**src/rtl/sn76489_pkg.sv**
```systemverilog
// -----------------------------------------------------------------------------
// sn76489_pkg
// Definitions shared by the SN76489 PSG write-bus initiator and responder:
//   - 3-bit bus register codes (tone frequency, noise control, attenuation)
//   - writer state encoding
//   - helpers that classify register codes and build bus bytes
// -----------------------------------------------------------------------------
package sn76489_pkg;

    // Bus register codes. The three tone registers are not in channel order.
    localparam logic [2:0] REG_FREQ1      = 3'd0;
    localparam logic [2:0] REG_FREQ3      = 3'd1;
    localparam logic [2:0] REG_FREQ2      = 3'd2;
    localparam logic [2:0] REG_NOISE_CTRL = 3'd3;
    localparam logic [2:0] REG_ATT1       = 3'd4;
    localparam logic [2:0] REG_ATT3       = 3'd5;
    localparam logic [2:0] REG_ATT2       = 3'd6;
    localparam logic [2:0] REG_NOISE_ATT  = 3'd7;

    typedef enum logic [2:0] {
        WR_IDLE    = 3'd0,
        WR_SETUP   = 3'd1,
        WR_STROBE  = 3'd2,
        WR_HOLD    = 3'd3,
        WR_RELEASE = 3'd4,
        WR_ABORT   = 3'd5
    } writer_state_e;

    // Tone registers carry 10 bits and need a latch byte plus a data byte.
    function automatic logic is_freq_reg(input logic [2:0] code);
        return (code == REG_FREQ1) || (code == REG_FREQ2) || (code == REG_FREQ3);
    endfunction

    // First byte of any write; bit 0 set marks it as a latch byte.
    function automatic logic [7:0] latch_byte(input logic [2:0] code,
                                              input logic [9:0] value);
        if (is_freq_reg(code)) begin
            return {value[9:6], code, 1'b1};
        end
        return {value[3:0], code, 1'b1};
    endfunction

    // Second byte of a tone write: low six frequency bits, latch flag clear.
    function automatic logic [7:0] data_byte(input logic [9:0] value);
        return {value[5:0], 2'b00};
    endfunction

endpackage

```
**src/rtl/sn76489_bus_writer.sv**
```systemverilog
// -----------------------------------------------------------------------------
// sn76489_bus_writer
// Host-side initiator for the SN76489 PSG write bus. Takes logical register
// writes over valid/ready, encodes them into one or two bus bytes and strobes
// each byte with nCE/nWE, pacing on the responder's ready handshake.
//
// Ports
//   clock        in   system clock, all state on rising edge
//   reset        in   asynchronous active-high reset
//   cmd_valid    in   command present
//   cmd_ready    out  writer idle and able to accept a command
//   cmd_reg      in   3-bit bus register code
//   cmd_value    in   tone: [9:0]; other registers: [3:0]
//   d            out  PSG data bus (registered)
//   nWE          out  active-low write strobe (registered)
//   nCE          out  active-low chip enable (registered)
//   ready        in   responder ready (high when idle or finished)
//   busy         out  writer not idle
//   timeout_err  out  one-cycle pulse when a byte is aborted
// -----------------------------------------------------------------------------
module sn76489_bus_writer
    import sn76489_pkg::*;
#(
    parameter int TIMEOUT_CYCLES = 255,
    parameter int GAP_CYCLES     = 1
) (
    input  logic       clock,
    input  logic       reset,
    input  logic       cmd_valid,
    output logic       cmd_ready,
    input  logic [2:0] cmd_reg,
    input  logic [9:0] cmd_value,
    output logic [7:0] d,
    output logic       nWE,
    output logic       nCE,
    input  logic       ready,
    output logic       busy,
    output logic       timeout_err
);

    // One counter serves both the strobe/hold timeout and the release gap,
    // so it must be wide enough for whichever limit is larger.
    localparam int GAP_EFF = (GAP_CYCLES < 1) ? 1 : GAP_CYCLES;
    localparam int CNT_MAX = (TIMEOUT_CYCLES > GAP_EFF) ? TIMEOUT_CYCLES : GAP_EFF;
    localparam int CNT_W   = $clog2(CNT_MAX + 1);

    localparam logic [CNT_W-1:0] TIMEOUT_LIM = CNT_W'(TIMEOUT_CYCLES);
    localparam logic [CNT_W-1:0] GAP_LAST    = CNT_W'(GAP_EFF - 1);

    writer_state_e    state_q, state_d;
    logic [CNT_W-1:0] cnt_q, cnt_d;
    logic [7:0]       d_q, d_d;
    logic [7:0]       byte1_q, byte1_d;
    logic             pending_q, pending_d;
    logic             nce_q, nce_d;
    logic             nwe_q, nwe_d;
    logic             timeout_err_q, timeout_err_d;

    logic             accept;
    logic             timed_out;
    logic [CNT_W-1:0] cnt_sat;
    logic             strobing;

    assign cmd_ready = (state_q == WR_IDLE) && !reset;
    assign accept    = cmd_valid && cmd_ready;
    assign timed_out = (cnt_q == TIMEOUT_LIM);
    assign cnt_sat   = timed_out ? cnt_q : cnt_q + 1'b1;

    always_comb begin
        // NOTE: every signal assigned here gets a default first, so no path
        // leaves a value unassigned and no latch is inferred.
        state_d   = state_q;
        cnt_d     = cnt_q;
        d_d       = d_q;
        byte1_d   = byte1_q;
        pending_d = pending_q;

        unique case (state_q)
            WR_IDLE: begin
                if (accept) begin
                    state_d   = WR_SETUP;
                    d_d       = latch_byte(cmd_reg, cmd_value);
                    byte1_d   = data_byte(cmd_value);
                    pending_d = is_freq_reg(cmd_reg);
                end
            end
            WR_SETUP: begin
                state_d = WR_STROBE;
                cnt_d   = '0;
            end
            WR_STROBE: begin
                // A ready change wins over a timeout landing on the same cycle.
                if (!ready) begin
                    state_d = WR_HOLD;
                    cnt_d   = '0;
                end else if (timed_out) begin
                    state_d = WR_ABORT;
                end else begin
                    cnt_d = cnt_sat;
                end
            end
            WR_HOLD: begin
                if (ready) begin
                    state_d = WR_RELEASE;
                    cnt_d   = '0;
                end else if (timed_out) begin
                    state_d = WR_ABORT;
                end else begin
                    cnt_d = cnt_sat;
                end
            end
            WR_RELEASE: begin
                if (cnt_q >= GAP_LAST) begin
                    if (pending_q) begin
                        state_d   = WR_SETUP;
                        d_d       = byte1_q;
                        pending_d = 1'b0;
                    end else begin
                        state_d = WR_IDLE;
                    end
                end else begin
                    cnt_d = cnt_q + 1'b1;
                end
            end
            WR_ABORT: begin
                state_d   = WR_IDLE;
                pending_d = 1'b0;
            end
            default: begin
                state_d   = WR_IDLE;
                pending_d = 1'b0;
            end
        endcase

        // Bus strobes are derived from the next state so the registered
        // outputs line up exactly with the state they belong to.
        strobing      = (state_d == WR_STROBE) || (state_d == WR_HOLD);
        nce_d         = !strobing;
        nwe_d         = !strobing;
        timeout_err_d = (state_d == WR_ABORT);
    end

    // NOTE: sequential state uses non-blocking assignments only, so every
    // flop samples the values computed before the edge.
    always_ff @(posedge clock or posedge reset) begin
        if (reset) begin
            state_q       <= WR_IDLE;
            cnt_q         <= '0;
            d_q           <= 8'h00;
            byte1_q       <= 8'h00;
            pending_q     <= 1'b0;
            nce_q         <= 1'b1;
            nwe_q         <= 1'b1;
            timeout_err_q <= 1'b0;
        end else begin
            state_q       <= state_d;
            cnt_q         <= cnt_d;
            d_q           <= d_d;
            byte1_q       <= byte1_d;
            pending_q     <= pending_d;
            nce_q         <= nce_d;
            nwe_q         <= nwe_d;
            timeout_err_q <= timeout_err_d;
        end
    end

    assign d           = d_q;
    assign nCE         = nce_q;
    assign nWE         = nwe_q;
    assign timeout_err = timeout_err_q;
    assign busy        = (state_q != WR_IDLE);

endmodule

```
**config.mk**
```make
export PLATFORM = sky130hd
export DESIGN_NAME = sn76489_bus_writer
export DESIGN_NICKNAME = d
export VERILOG_FILES = /design/src/rtl/sn76489_pkg.sv /design/src/rtl/sn76489_bus_writer.sv
export SDC_FILE = /design/constraint.sdc
export NUM_CORES = 1
export LEC_CHECK = 0
export ABC_AREA = 0
export ABC_CLOCK_PERIOD_IN_PS = 2400
export BUFFER_PORTS_ARGS = -buffer_cell sky130_fd_sc_hd__buf_4
export CAP_MARGIN = 25
export CORE_MARGIN = 4
export CORE_UTILIZATION = 45
export CTS_BUF_LIST = sky130_fd_sc_hd__clkbuf_4
export CTS_CLUSTER_SIZE = 28
export DETAILED_ROUTE_END_ITERATION = 8
export PLACE_DENSITY = 0.68
export SLEW_MARGIN = 20
export SYNTH_ARGS = -nofsm -noshare
export SYNTH_HDL_FRONTEND = slang
export SYNTH_SLANG_ARGS = --single-unit
```
**constraint.sdc**
```tcl
create_clock -name clock -period 2.4 [get_ports clock]
set_input_delay 0.72 -clock clock [delete_from_list [all_inputs] [get_ports clock]]
set_output_delay 0.72 -clock clock [all_outputs]
set_load 0.02 [all_outputs]
```
==> summary.md, run 1 <==
| Metric | Value |
|---|---|
| Outcome | finished clean |
| Syn_nets | 148 |
| Seq cells post-synth | 28 |
| WL per Instance | 14.02 um |
| Layout cells sized above 1 | 0.3148 |
| Top Ports | 30 |
| Largest delay share family, worst path | simple AND/OR/NAND/NOR gates |
| # hold bufs at CTS | 0 |
| CTS sink count | 28 |
| Pin count of the biggest net entering global routing | 29 |
| Tightest Hold Check Type | reg -> reg |
| First-pass GRT wire length | between 4 and 5 mm |
| Hold Fails Final Rpt | 0 |
| RSZ-0062 raised after global routing | no |
| Period utilization | 0.8933 |
| Initial antenna violation count | 0 |
| Max IR drop VDD | 587.6 uV |
| # fillers | roughly 240 |
| Worst setup EP type | output port |
| Mapped Cells | 130 |
| Final Power | 1.783 mW |
| Post-CTS Resized | 0 |
| Remaining DRCs | 0 |
| Max_slew headroom | 0.7442 |
| Post-CTS Setup Repair Bufs | 0 |
| Yosys warnings | 0 |
| Overflow after GRT | 0 |
| Core Area | between 2000 and 3000 um^2 |
| Via-to-Cell Ratio | 5.508 |
| Root buf cell | clkbuf_4 |
| Critical path startpoint category | register |
| Async set-reset flop share out of synthesis | 1.000 |
| DP Cell Count | 189 |
| Fmax | 0.4664 GHz |
| Fin nets | 181 |
| Number of synthesized flops with an enable pin | 0 |
| Synth Flop Type | dfrtp_1 |
| Cell Count, Final, Fillers Out | 193 |
| Drt first pass iters | 4 |
| Clock period minus worst slack | 2144 ps |
| Pwr Density | 1066 nW/um^2 |
| Worst skew pair latency | 320 ps |
| Post-route ant nets | 0 |
| Die W | approximately 63 um |
| GRT Util Overall | 0.1468 |
| Max stage delay on crit path | roughly 450 ps |
| CP required | 1680 ps |
| Clock Path Buffers | 2 |
| Cell variety after synth | 35 |
| Max_cap viols | 0 |
| Critical path, cell by cell | or3_4, nor2_1, buf_4 |
| Fin Setup TNS | 0 ps |
| Vias in the first global route | 1080 |
| TritonCTS Buffers | 3 |
| Area growth syn-to-layout | 22.77% |
| Routability congestion estimate | slightly above 0.8 |
| Clk_skew | ~8.6 ps |
| Total Wirelength | 2.705 mm |
| Arrival @ worst endpoint | between 1000 and 1500 ps |
| CP Max Fanout | 5 |
| Worst Path Class, Setup | reg -> out |
| Antenna cells | 0 |
| Slowest CP cell | dfrtp_1 |
| H-tree depth | 1 |
| Die height | between 60 and 70 um |
| Sequential fraction of the synthesis area | 0.5152 |
| Post-detail-place hpwl | between 1.5 and 2 mm |
| Final-report max-slew violation count | 0 |
| CTS tree | built |
| Leak | between 0.8 and 0.9 nW |
| Initial Utilization | 0.4816 |
| Port buffer count | 29 |
| DIE AREA | 3972 um^2 |
| Worst path bufs/invs | 1 |
| Mapped cell area | 1363 um^2 |
| Cell Rows | 19 |
| 1st-iter DRT viols | 60 |
| Syn Area/Cell | ~10 um^2 |
| Clock-pin slew on the worst setup and hold paths | 150 ps |
| Least-Margin Pin Slew | 382.8 ps |
| Vias | ~1.1k |
| Final setup vio count | 0 |
-- placed cells by master, fill, tap and decap left out, types with 2 or more instances in the layout --
cell type  instances
a21o_1             2
a21oi_1           11
a41oi_1            2
and3_1             2
buf_4             32
clkbuf_4           3
dfrtp_1           27
inv_1              7
mux2_2            10
mux2i_1            7
nand2_1           11
nand3_1            4
nand4_1            2
nor2_1             8
o21ai_0           13
or2_2              2
-- registers in the layout, summed over array words and instances, names as in the netlist --
signal       count
state_q          3
pending_q        1
timeout_err      1
nWE              1
byte1_q          6
cnt_q            8
d                8
-- area by class of cell --
cell class / instances / area [um^2] / area share
multi-input combinational: 91 / 613.1 / 0.3665
clock buffer: 3 / 22.52 / 0.01346
inverter: 7 / 26.28 / 0.01571
clock inverter: 1 / 30.03 / 0.01795
tap: 31 / 38.79 / 0.02319
sequential: 28 / 701.9 / 0.4196
timing repair buffer: 32 / 240.2 / 0.1436
-- worst min-delay path, delay by kind of cell (launching register included) --
family | cells | cell delay, ps
and+or+nand+nor | 1 | 50
AOI/OAI and AO/OA | 1 | 60
DFF | 1 | 370
-- power by group --
part / leakage (nW) / total [mW] / internal (mW) / switching [mW]
Sequential: 0.354 / 0.754 / 0.638 / 0.116
Clock: 0.0279 / 0.304 / 0.169 / 0.135
Combinational: 0.433 / 0.725 / 0.336 / 0.389
Total: 0.814 / 1.78 / 1.14 / 0.640
-- through the flow --
step                      setup WS [ps]  hold WS (ps)    util  instance area (um^2)
after floorplan                   375.0         478.6       -                  1363
after global placement            606.5         462.6  0.5728                  1620
after detailed placement          602.6         472.8  0.5728                  1620
after CTS                         237.7         508.2  0.5913                  1673
after global routing              191.4         525.6  0.5913                  1673
final                             256.1         503.3  0.5913                  1673
-- routing by layer --
| metal | global-route usage | routed length [um] | vias to the layer above |
|---|---|---|---|
| li1 | - | - | 529 |
| met1 | 0.1909 | 1227 | 517 |
| met2 | 0.2543 | 1387 | 15 |
| met3 | 0.02338 | 76 | 2 |
| met4 | 0.03306 | 13 | 0 |
| met5 | 0 | 0 | - |
-- path summary, 6_finish.rpt --
kind	cells after the start	startpoint	endpoint	slack (ps)
worst max register to register	5	cnt_q[0]	nWE	740
min in group asynchronous	3	reset	d[0]	530
worst max-delay path	3	state_q[1]	cmd_ready	260
max in group asynchronous	3	reset	nWE	1550
worst min-delay path	2	d[3]	d[3]	500
worst min register to register	2	d[3]	d[3]	500
-- Yosys cell counts (all sizes together), types with 3 or more instances --
| cell | instances | area share |
|---|---|---|
| mux2i | 7 | 0.051 |
| dfrtp | 27 | 0.50 |
| buf | 3 | 0.013 |
| nor2 | 8 | 0.022 |
| nand2 | 11 | 0.030 |
| a21oi | 11 | 0.040 |
| mux2 | 10 | 0.083 |
| inv | 7 | 0.019 |
| nand3 | 4 | 0.015 |
| o21ai | 13 | 0.048 |
-- cells by family (layout without fill, tap and decap cells) --
kind of cell / count (synthesis) / after routing / share of synthesized area
AND/OR/NAND/NOR: 37 / 37 / 0.1460
multiplexers: 17 / 17 / 0.1341
XOR/XNOR: 1 / 1 / 0.006429
buffers and inverters: 11 / 43 / 0.03490
AO/OA/AOI/OAI: 34 / 34 / 0.1469
adder cells (fa/ha/maj): 2 / 2 / 0.01653
flip-flops: 28 / 28 / 0.5152
(Power assumes the default switching activity.)
==> run 2: changes to the inputs <==
==> constraint.sdc (replaced) <==
create_clock -name clock -period 2.4 [get_ports clock]
set_input_delay 0.36 -clock clock [delete_from_list [all_inputs] [get_ports clock]]
set_output_delay 0.36 -clock clock [all_outputs]
set_load 0.02 [all_outputs]
==> run 2 against run 1 <==
Sequential cell count is the same. Largest cell class unchanged. Critical path type unchanged. Clock skew down 5.8 ps. Die area unchanged. Critical endpoint unchanged. Combinational power down 2%.
==> summary.md, run 2 (synthesis results as in run 1) <==
| Metric | Value |
|---|---|
| Total Wirelength | 2.716 mm |
| Worst Path Class, Setup | reg -> out |
| CTS sink count | 28 |
| CP required | 2040 ps |
| Post-route core utilization | 0.5794 |
| Slowest CP cell | dfrtp_1 |
| Cell Rows | 19 |
| Layout cells sized above 1 | 0.3043 |
| Cell Count, Final, Fillers Out | 192 |
| Max_slew headroom | 0.5379 |
| Clk pwr share | 0.116 |
| GRT Util Overall | 0.1433 |
| Drt first pass iters | 4 |
| CTS tree | built |
| Fmax | 0.5631 GHz |
| Top Ports | 30 |
| WL per Instance | between 10 and 15 um |
| Least-Margin Pin Slew | 690.6 ps |
| DP Cell Count | ~190 |
| Worst skew pair latency | between 300 and 400 ps |
| Tightest Hold Check Type | in -> async |
| 1st-iter DRT viols | 32 |
| Port buffer count | 29 |
| Post-detail-place hpwl | 2.101 mm |
| Remaining DRCs | 0 |
| Sw Pwr | 0.6374 mW |
| Vias in the first global route | 1121 |
| Hold Fails Final Rpt | 0 |
| H-tree depth | 1 |
| First-pass GRT wire length | around 4.7 mm |
| FF-to-FF End | cnt_q[3] |
| Die height | 63.03 um |
| Leak | 0.7967 nW |
| Clock Path Buffers | 2 |
| Final setup vio count | 0 |
| Critical path startpoint category | register |
| # fillers | 254 |
| Pwr Density | 1014 nW/um^2 |
| Critical path, cell by cell | or3_4, nor2_1, buf_4 |
| Cells on worst reg2reg path | 4 |
| Die W | 63.03 um |
| Max_cap viols | 0 |
| Via-to-Cell Ratio | 5.578 |
| Post-CTS Resized | 0 |
| Final-report max-slew violation count | 0 |
| Root buf cell | clkbuf_4 |
| Sequential share of power | 0.454 |
| Commonest non-fill, non-tap cell in the layout | buf_4 |
| Initial antenna violation count | 0 |
| Clock period minus worst slack | around 1800 ps |
| Initial Utilization | 0.4816 |
| Pin count of the biggest net entering global routing | 29 |
| Reg2Reg Setup Slack | about 640 ps |
| Most frequent cells in the layout | buf_4 (31), dfrtp_1 (27), o21ai_0 (13) |
| Sw Share | 0.3837 |
| Clock-pin slew on the worst setup and hold paths | 150 ps |
| RR Startpoint | state_q[2] |
| Fin nets | 180 |
| CP Max Fanout | 5 |
| Fin Setup TNS | 0 ps |
| Vias | 1071 |
| # hold bufs at CTS | 0 |
| Max IR drop VDD | 513.5 uV |
| RSZ-0062 raised after global routing | no |
| Core Area | 2829 um^2 |
| Antenna cells | 0 |
| TritonCTS Buffers | 3 |
| Period utilization | 0.7399 |
| Post-CTS Setup Repair Bufs | 0 |
| Area growth syn-to-layout | 20.29% |
| Combinational power share | 0.430 |
| DIE AREA | 3972 um^2 |
| Routability congestion estimate | 0.8513 |
| Internal portion of total power | about 1.0 mW |
| Clk_skew | 2.731 ps |
| Overflow after GRT | 0 |
| Worst setup EP type | output port |
| Outcome | finished clean |
| Max stage delay on crit path | 460 ps |
| Arrival @ worst endpoint | 1420 ps |
| Post-route ant nets | 0 |
-- run 2: area by class of cell --
cell class | instances | area (um^2) | share of cell area
clock inverter | 1 | 3.754 | 0.002290
timing repair buffer | 31 | 232.7 | 0.1420
inverter | 7 | 26.28 | 0.01603
clock buffer | 3 | 22.52 | 0.01374
tap | 31 | 38.79 | 0.02366
multi-input combinational | 91 | 613.1 | 0.3740
sequential | 28 | 701.9 | 0.4282
-- run 2: per-stage QoR --
| step | power (mW) | cell area (um^2) | setup slack, ps | hold WS, ps |
|---|---|---|---|---|
| after floorplan | 1.238 | 1363 | 735.0 | 455.4 |
| after global routing | 1.796 | 1639 | 496.8 | 192.9 |
| after global placement | 1.456 | 1613 | 769.9 | 464.1 |
| final | 1.661 | 1639 | 624.3 | 179.1 |
| after detailed placement | 1.489 | 1613 | 693.1 | 477.8 |
| after CTS | 1.682 | 1639 | 606.4 | 184.9 |
-- run 2: worst max-delay path: cells and delay by family, from the launching register on --
family        cells  cell delay [ps]
buf+inv           1              140
flops             1              460
simple gates      2              500
-- run 2: worst max-delay path by stage --
stage,startpoint,to,slack (ps),cells after the start
after global routing,state_q[2],cnt_q[3],500,4
after floorplan,reset,byte1_q[2],730,3
after global placement,cnt_q[0],state_q[2],770,5
after CTS,state_q[1],cmd_ready,610,3
after detailed placement,state_q[2],cnt_q[3],690,4
final,state_q[0],cmd_ready,620,3
-- run 2: per-layer routing --
metal  vias to the layer above  track usage  share of wire  routed length [um]
met1                       520       0.1833           0.45                1230
li1                        526            -              -                   -
met5                         -            0              0                   0
met3                         2      0.01799          0.035                  95
met4                         0      0.04132         0.0048                  13
met2                        23       0.2516           0.51                1377
-- run 2: power groups by stage --
stage | clock [mW] | sequential (mW) | combinational (mW)
after global placement | 0 | 0.755 | 0.701
after detailed placement | 0 | 0.768 | 0.720
after CTS | 0.202 | 0.756 | 0.724
after global routing | 0.226 | 0.779 | 0.791
final | 0.193 | 0.755 | 0.714
after floorplan | 0 | 0.825 | 0.413
